===== src/rtl/oled_pkg.sv =====
// Shared types and the fixed SSD1306 power-on command list for the OLED frame streamer.
package oled_pkg;

    typedef enum logic [2:0] {
        StRstHi,
        StRstLo,
        StRstRel,
        StLoadCmd,
        StSend,
        StCheck,
        StLoadData
    } state_e;

    localparam int unsigned INIT_LEN = 16;
    localparam logic [3:0]  LAST_CMD = 4'(INIT_LEN - 1);

    // Display off, clock, mux 64, contrast, normal, horizontal addressing,
    // remaps, charge pump on, display on.
    localparam logic [7:0] INIT_CMDS [INIT_LEN] = '{
        8'hAE, 8'hD5, 8'h80, 8'hA8, 8'h3F, 8'h81, 8'h7F, 8'hA6,
        8'h20, 8'h00, 8'hC8, 8'h40, 8'hA1, 8'h8D, 8'h14, 8'hAF
    };

    function automatic logic [7:0] init_cmd(input logic [3:0] idx);
        return INIT_CMDS[idx];
    endfunction

endpackage


===== src/rtl/oled_frame_streamer_if.sv =====
// Panel pins plus the pixel fetch bus between the streamer and the text engine.
interface oled_frame_streamer_if;

    logic [9:0] pixelAddress;
    logic [7:0] pixelData;
    logic       io_sclk;
    logic       io_sdin;
    logic       io_cs;
    logic       io_dc;
    logic       io_reset;
    logic       frame_done;

    modport master (
        output pixelAddress,
        input  pixelData,
        output io_sclk,
        output io_sdin,
        output io_cs,
        output io_dc,
        output io_reset,
        output frame_done
    );

    modport slave (
        input  pixelAddress,
        output pixelData,
        input  io_sclk,
        input  io_sdin,
        input  io_cs,
        input  io_dc,
        input  io_reset,
        input  frame_done
    );

endinterface


===== src/rtl/spi_byte_tx.sv =====
// Mode-3 style byte shifter: two clk per bit, MSB first, sclk idles high.
module spi_byte_tx (
    input  logic       clk,
    input  logic       rst_n,
    input  logic       load,
    input  logic [7:0] din,
    output logic       sclk,
    output logic       sdin,
    output logic       busy,
    output logic       done
);

    logic [7:0] sr_q;
    logic [2:0] bit_cnt_q;
    logic       phase_q;
    logic       busy_q;
    logic       sclk_q;
    logic       sdin_q;

    always_ff @(posedge clk or negedge rst_n) begin
        if (!rst_n) begin
            sr_q      <= 8'h00;
            bit_cnt_q <= 3'd0;
            phase_q   <= 1'b0;
            busy_q    <= 1'b0;
            sclk_q    <= 1'b1;
            sdin_q    <= 1'b0;
        end else if (load) begin
            sr_q      <= din;
            bit_cnt_q <= 3'd0;
            phase_q   <= 1'b0;
            busy_q    <= 1'b1;
        end else if (busy_q) begin
            if (!phase_q) begin
                // Data goes out with the falling edge, a full clk ahead of the sampling edge.
                sclk_q  <= 1'b0;
                sdin_q  <= sr_q[7];
                phase_q <= 1'b1;
            end else begin
                sclk_q    <= 1'b1;
                sr_q      <= {sr_q[6:0], 1'b0};
                bit_cnt_q <= bit_cnt_q + 3'd1;
                phase_q   <= 1'b0;
                if (bit_cnt_q == 3'd7) begin
                    busy_q <= 1'b0;
                end
            end
        end
    end

    // High during the final rising-edge clk so the caller can advance without a bubble.
    assign done = busy_q & phase_q & (bit_cnt_q == 3'd7);
    assign busy = busy_q;
    assign sclk = sclk_q;
    assign sdin = sdin_q;

endmodule


===== src/rtl/oled_frame_streamer.sv =====
// SSD1306 driver: panel reset, fixed init list, then an endless 1024-byte frame stream.
module oled_frame_streamer
    import oled_pkg::*;
#(
    parameter logic [31:0] STARTUP_WAIT = 32'd10_000_000
) (
    input  logic                   clk,
    input  logic                   rst_n,
    oled_frame_streamer_if.master  bus
);

    state_e      state_q, state_d;
    logic [31:0] wait_q, wait_d;
    logic [3:0]  cmd_idx_q, cmd_idx_d;
    logic        data_mode_q, data_mode_d;
    logic        ld_phase_q, ld_phase_d;
    logic [9:0]  addr_q, addr_d;
    logic        frame_done_q, frame_done_d;
    logic        dc_q, dc_d;
    logic        cs_q, cs_d;
    logic        panel_rst_q, panel_rst_d;

    logic        tx_load;
    logic [7:0]  tx_din;
    logic        tx_busy;
    logic        tx_done;
    logic        tx_sclk;
    logic        tx_sdin;

    spi_byte_tx u_tx (
        .clk   (clk),
        .rst_n (rst_n),
        .load  (tx_load),
        .din   (tx_din),
        .sclk  (tx_sclk),
        .sdin  (tx_sdin),
        .busy  (tx_busy),
        .done  (tx_done)
    );

    always_ff @(posedge clk or negedge rst_n) begin
        if (!rst_n) begin
            state_q      <= StRstHi;
            wait_q       <= 32'd0;
            cmd_idx_q    <= 4'd0;
            data_mode_q  <= 1'b0;
            ld_phase_q   <= 1'b0;
            addr_q       <= 10'd0;
            frame_done_q <= 1'b0;
            dc_q         <= 1'b0;
            cs_q         <= 1'b1;
            panel_rst_q  <= 1'b1;
        end else begin
            state_q      <= state_d;
            wait_q       <= wait_d;
            cmd_idx_q    <= cmd_idx_d;
            data_mode_q  <= data_mode_d;
            ld_phase_q   <= ld_phase_d;
            addr_q       <= addr_d;
            frame_done_q <= frame_done_d;
            dc_q         <= dc_d;
            cs_q         <= cs_d;
            panel_rst_q  <= panel_rst_d;
        end
    end

    always_comb begin
        state_d      = state_q;
        wait_d       = wait_q;
        cmd_idx_d    = cmd_idx_q;
        data_mode_d  = data_mode_q;
        ld_phase_d   = ld_phase_q;
        addr_d       = addr_q;
        frame_done_d = 1'b0;
        dc_d         = dc_q;
        cs_d         = cs_q;
        tx_load      = 1'b0;
        tx_din       = init_cmd(cmd_idx_q);

        case (state_q)
            StRstHi, StRstLo, StRstRel: begin
                if (wait_q == STARTUP_WAIT - 32'd1) begin
                    wait_d = 32'd0;
                    case (state_q)
                        StRstHi: state_d = StRstLo;
                        StRstLo: state_d = StRstRel;
                        default: state_d = StLoadCmd;
                    endcase
                end else begin
                    wait_d = wait_q + 32'd1;
                end
            end
            StLoadCmd: begin
                if (!tx_busy) begin
                    tx_load = 1'b1;
                    tx_din  = init_cmd(cmd_idx_q);
                    dc_d    = 1'b0;
                    state_d = StSend;
                end
            end
            StSend: begin
                if (tx_done) begin
                    state_d = StCheck;
                end
            end
            StCheck: begin
                if (data_mode_q) begin
                    addr_d       = addr_q + 10'd1;
                    frame_done_d = (addr_q == 10'd1023);
                    ld_phase_d   = 1'b0;
                    state_d      = StLoadData;
                end else if (cmd_idx_q == LAST_CMD) begin
                    data_mode_d = 1'b1;
                    addr_d      = 10'd0;
                    ld_phase_d  = 1'b0;
                    state_d     = StLoadData;
                end else begin
                    cmd_idx_d = cmd_idx_q + 4'd1;
                    state_d   = StLoadCmd;
                end
            end
            StLoadData: begin
                // The text engine registers its output, so the byte only lines up a clk later.
                if (!ld_phase_q) begin
                    ld_phase_d = 1'b1;
                end else if (!tx_busy) begin
                    tx_load = 1'b1;
                    tx_din  = bus.pixelData;
                    dc_d    = 1'b1;
                    state_d = StSend;
                end
            end
            default: state_d = StRstHi;
        endcase

        if (state_d == StLoadCmd) begin
            cs_d = 1'b0;
        end
        panel_rst_d = (state_d != StRstLo);
    end

    assign bus.pixelAddress = addr_q;
    assign bus.io_sclk      = tx_sclk;
    assign bus.io_sdin      = tx_sdin;
    assign bus.io_cs        = cs_q;
    assign bus.io_dc        = dc_q;
    assign bus.io_reset     = panel_rst_q;
    assign bus.frame_done   = frame_done_q;

endmodule


===== src/flat_wrapper.sv =====
// flat-port wrapper written by rule: the top's interface ports become plain ports
module oled_frame_streamer_flat import oled_pkg::*;
#(
    parameter logic [31:0] STARTUP_WAIT = 32'd10_000_000
)
  (clk, rst_n, bus_pixelAddress, bus_pixelData, bus_io_sclk, bus_io_sdin, bus_io_cs, bus_io_dc, bus_io_reset, bus_frame_done);
  oled_frame_streamer_if bus_i ();
  input  logic clk;
  input  logic rst_n;
  output wire logic [$bits(bus_i.pixelAddress)-1:0] bus_pixelAddress;
  input wire logic [$bits(bus_i.pixelData)-1:0] bus_pixelData;
  output wire logic [$bits(bus_i.io_sclk)-1:0] bus_io_sclk;
  output wire logic [$bits(bus_i.io_sdin)-1:0] bus_io_sdin;
  output wire logic [$bits(bus_i.io_cs)-1:0] bus_io_cs;
  output wire logic [$bits(bus_i.io_dc)-1:0] bus_io_dc;
  output wire logic [$bits(bus_i.io_reset)-1:0] bus_io_reset;
  output wire logic [$bits(bus_i.frame_done)-1:0] bus_frame_done;
  assign bus_pixelAddress = bus_i.pixelAddress;
  assign bus_i.pixelData = bus_pixelData;
  assign bus_io_sclk = bus_i.io_sclk;
  assign bus_io_sdin = bus_i.io_sdin;
  assign bus_io_cs = bus_i.io_cs;
  assign bus_io_dc = bus_i.io_dc;
  assign bus_io_reset = bus_i.io_reset;
  assign bus_frame_done = bus_i.frame_done;
  oled_frame_streamer #(.STARTUP_WAIT(STARTUP_WAIT)) u_core (.clk(clk), .rst_n(rst_n), .bus(bus_i));
endmodule

===== config.mk =====
export PLATFORM = sky130hd
export DESIGN_NAME = oled_frame_streamer_flat
export DESIGN_NICKNAME = d
export VERILOG_FILES = /design/src/rtl/oled_pkg.sv /design/src/rtl/oled_frame_streamer_if.sv /design/src/rtl/spi_byte_tx.sv /design/src/rtl/oled_frame_streamer.sv /design/src/flat_wrapper.sv
export SDC_FILE = /design/constraint.sdc
export NUM_CORES = 1
export LEC_CHECK = 0
export ABC_CLOCK_PERIOD_IN_PS = 5390
export CORE_MARGIN = 4
export CORE_UTILIZATION = 60
export DETAILED_ROUTE_END_ITERATION = 8
export PLACE_DENSITY = 0.81
export SYNTH_ARGS = -nofsm -noshare
export SYNTH_HDL_FRONTEND = slang
export SYNTH_HIERARCHICAL = 1
export SYNTH_SLANG_ARGS = --single-unit

===== constraint.sdc =====
create_clock -name clk -period 5.39 [get_ports clk]
set_clock_uncertainty 0.15 [all_clocks]
set_input_delay 1.3475 -clock clk [delete_from_list [all_inputs] [get_ports clk]]
set_output_delay 1.3475 -clock clk [all_outputs]
set_load 0.01 [all_outputs]

==> metrics.yaml <==
final_layout:
  nets: 443
  final_area_um2: 4410
  post-route-util_pct: 69.1
  multi_input_area_um2: 2040
  drive_gt1_share_pct: 11.2
  nFillCells: 477
  area_growth_pct: 11.8
  final-seq-area_um2: 1760
  insertedDiodeCount: 0
floorplan:
  die_w_um: 89.1
  fp-row-count: 29
  die_area_um2: 7940
  ios: 26
  core_um2: 6390
  start_util_pct: 61.8
  dieHeight_um: 89.1
timing:
  fin_ws_ns: 2.49
  rsz0062_at_grt: "false"
  relSlewSlack_pct: 29.2
  tightest_slew_ns: 1.06
  finalSetupViolations: 0
  hold_viol: 0
  clock.fmax_mhz: 345
  period_share_pct: 53.8
  totalNegativeSetupSlack_ns: 0
  drv_slew: 0
  period_minus_slack_ns: 2.90
pwr:
  power_leakage_uw: 0.00186
  finalPower_uw: 1010
  vdd_drop_max_uv: 147
  power_density_nw_per_um2: 229
synth:
  synth_common_cells: "dfrtp_1, nand2_1, nor2_1, nand3_1, xor2_1"
  syn-num-nets: 425
  async_flop_share_pct: 100
  ys_ff_latch: 70
  synth_cell_types: 57
  yosysMostFrequentCell: "dfrtp_1"
  synth_area_um2: 3950
  ys_warn_count: 6
  seq_area_frac_synth_pct: 44.5
  netlist.top_cell.by_area: "dfrtp_1"
  postSynthAreaPerCell_um2: 9.75
  ys.flop_type: "dfrtp_1"
  synth_edf_count: 0
  synthTopCellsByArea: "dfrtp_1, xor2_1, xnor2_1, nand2_1, nor2_1"
  syn-instance-count: 405
  synth.top_cell.area_share_pct: 42.5
setup_path:
  crit_path_end_kind: "primary output"
  crit_family: "flip-flops"
  crit_fanout: 2
  critical_path.cell_chain: "clkdlybuf4s50_1"
  worstSetupStartpointType: "register"
  slowest_delay_ns: 0.54
  critical_path_buf_inv_count: 1
  cp_slowest_cell: "dfstp_2"
  cp.arrival_ns: 1.40
  worst-setup-path-type: "register to primary output"
  worst_ep_required_time_ns: 3.89
placed_design:
  hpwl_mm: 5.36
  port_buffers: 25
  dpl_cell_area_um2: 4190
  gp_congestion: 0.900
  place_ws_ns: 2.71
route:
  antenna_left: 0
  drtPass1Iterations: 4
  wire_per_inst_um: 15.5
  drt_iter0_markers: 206
  viasPerCell: 6.03
  drc: 0
  num_vias: 3046
  routed_wl_mm: 7.80
clock_network:
  insertion_delay_ns: 0.34
  tritoncts: "yes"
  cts-root-buf: "clkbuf_8"
  cts_resized: 0
  clkSinkCount: 70
  post-cts-setup-buffers: 0
  numCtsBuffers: 9
  cts_hold_buf: 0
  htreeDepth: 3
  clkTransAtPathRegs_ns: 0.07
  clockBufferDepth: 2
global_routing:
  antenna_found_initial: 0
  grt_use_total_pct: 21.9
  grt_max_degree: 45
  grt_pass1_wl_mm: 13.5
  grt_pass1_vias: 2887
  grt-ovfl-total: 0
worst_hold_path:
  holdCritPathClass: "register to register"
flow_run:
  cap_violations: 0
run_status:
  outcome: "complete, no violations"
## power by group
| group | leakage (uW) | switching (uW) | total (uW) | internal [uW] |
|---|---|---|---|---|
| clock | 0.000108 | 199 | 470 | 271 |
| combinational | 0.000842 | 10.6 | 16.4 | 5.78 |
| sequential | 0.000911 | 0 | 525 | 525 |
## state kept, by name (all words and copies together) (netlist names), 3 cells and up
signal	cells
u_core/wait_q	32
u_core/bus.pixelAddress	10
u_core/u_tx/sr_q	8
u_core/cmd_idx_q	4
u_core/state_q	3
u_core/u_tx/bit_cnt_q	3
## per-stage QoR
stage	std cells	hold slack, ns
final	505	0.336
after global routing	505	0.342
after floorplan	405	0.297
after CTS	505	0.335
after global placement	489	0.319
after detailed placement	489	0.324
## worst register-to-register path: stages, from the launching register on
cell and delay (ns):
dfrtp_1 0.64, nand2b_1 0.36, a21oi_2 0.82, nand2b_1 0.22, mux2_2 0.34
## layer usage
layer  vias up  wire length [um]  global-route usage [%]
li1       1467                 -                       -
met1      1474              3740                    31.7
met2        92              3500                    32.6
met3        13               427                    4.15
met4         0               136                    8.66
met5         -                 0                       0
## cell usage in the layout (no fill, tap or decap), types with 9 or more instances in the layout
cell type,Yosys,layout
xnor2_1,18,18
nand2_1,38,38
clkbuf_8,1,10
dfrtp_1,67,67
nor3_1,9,9
xor2_1,20,20
clkdlybuf4s50_1,0,24
nand3_1,25,25
ha_1,10,10
inv_1,11,11
a21oi_1,16,15
nand2b_1,13,13
nand4_1,15,15
nor2_1,35,35
o21ai_0,14,14
## area by class of cell
type	count	area share [%]
clock inverter	6	1.93
multi-input combinational	305	46.3
clock buffer	10	3.12
timing repair buffer	26	5.73
tap	77	2.18
inverter	11	0.936
sequential	70	39.8
## cells by family (layout without fill, tap and decap cells)
logic type / count (synthesis) / after routing / synth area share [%]
fa+ha+maj: 10 / 10 / 3.17
buf+inv: 30 / 53 / 3.83
xor+xnor: 38 / 38 / 8.43
simple gates: 185 / 185 / 26.0
flops: 70 / 70 / 44.5
compound gates: 61 / 61 / 11.1
mux: 11 / 11 / 3.04
## path summary, 6_finish.rpt
| kind | start | to | slack (ns) | cells past startpoint |
|---|---|---|---|---|
| worst max-delay path | u_core/u_tx/sclk | bus_io_sclk | 2.49 | 1 |
| worst min-delay path | u_core/bus.io_cs | u_core/bus.io_cs | 0.34 | 2 |
| worst max register to register | u_core/u_tx/busy | u_core/u_tx/sclk | 2.80 | 4 |
| worst min register to register | u_core/bus.io_cs | u_core/bus.io_cs | 0.34 | 2 |
| max in group asynchronous | rst_n | u_core/bus.pixelAddress[2] | 3.17 | 2 |
| min in group asynchronous | rst_n | u_core/cmd_idx_q[0] | 1.00 | 1 |
Note: power is estimated with default switching activity, not from simulation.
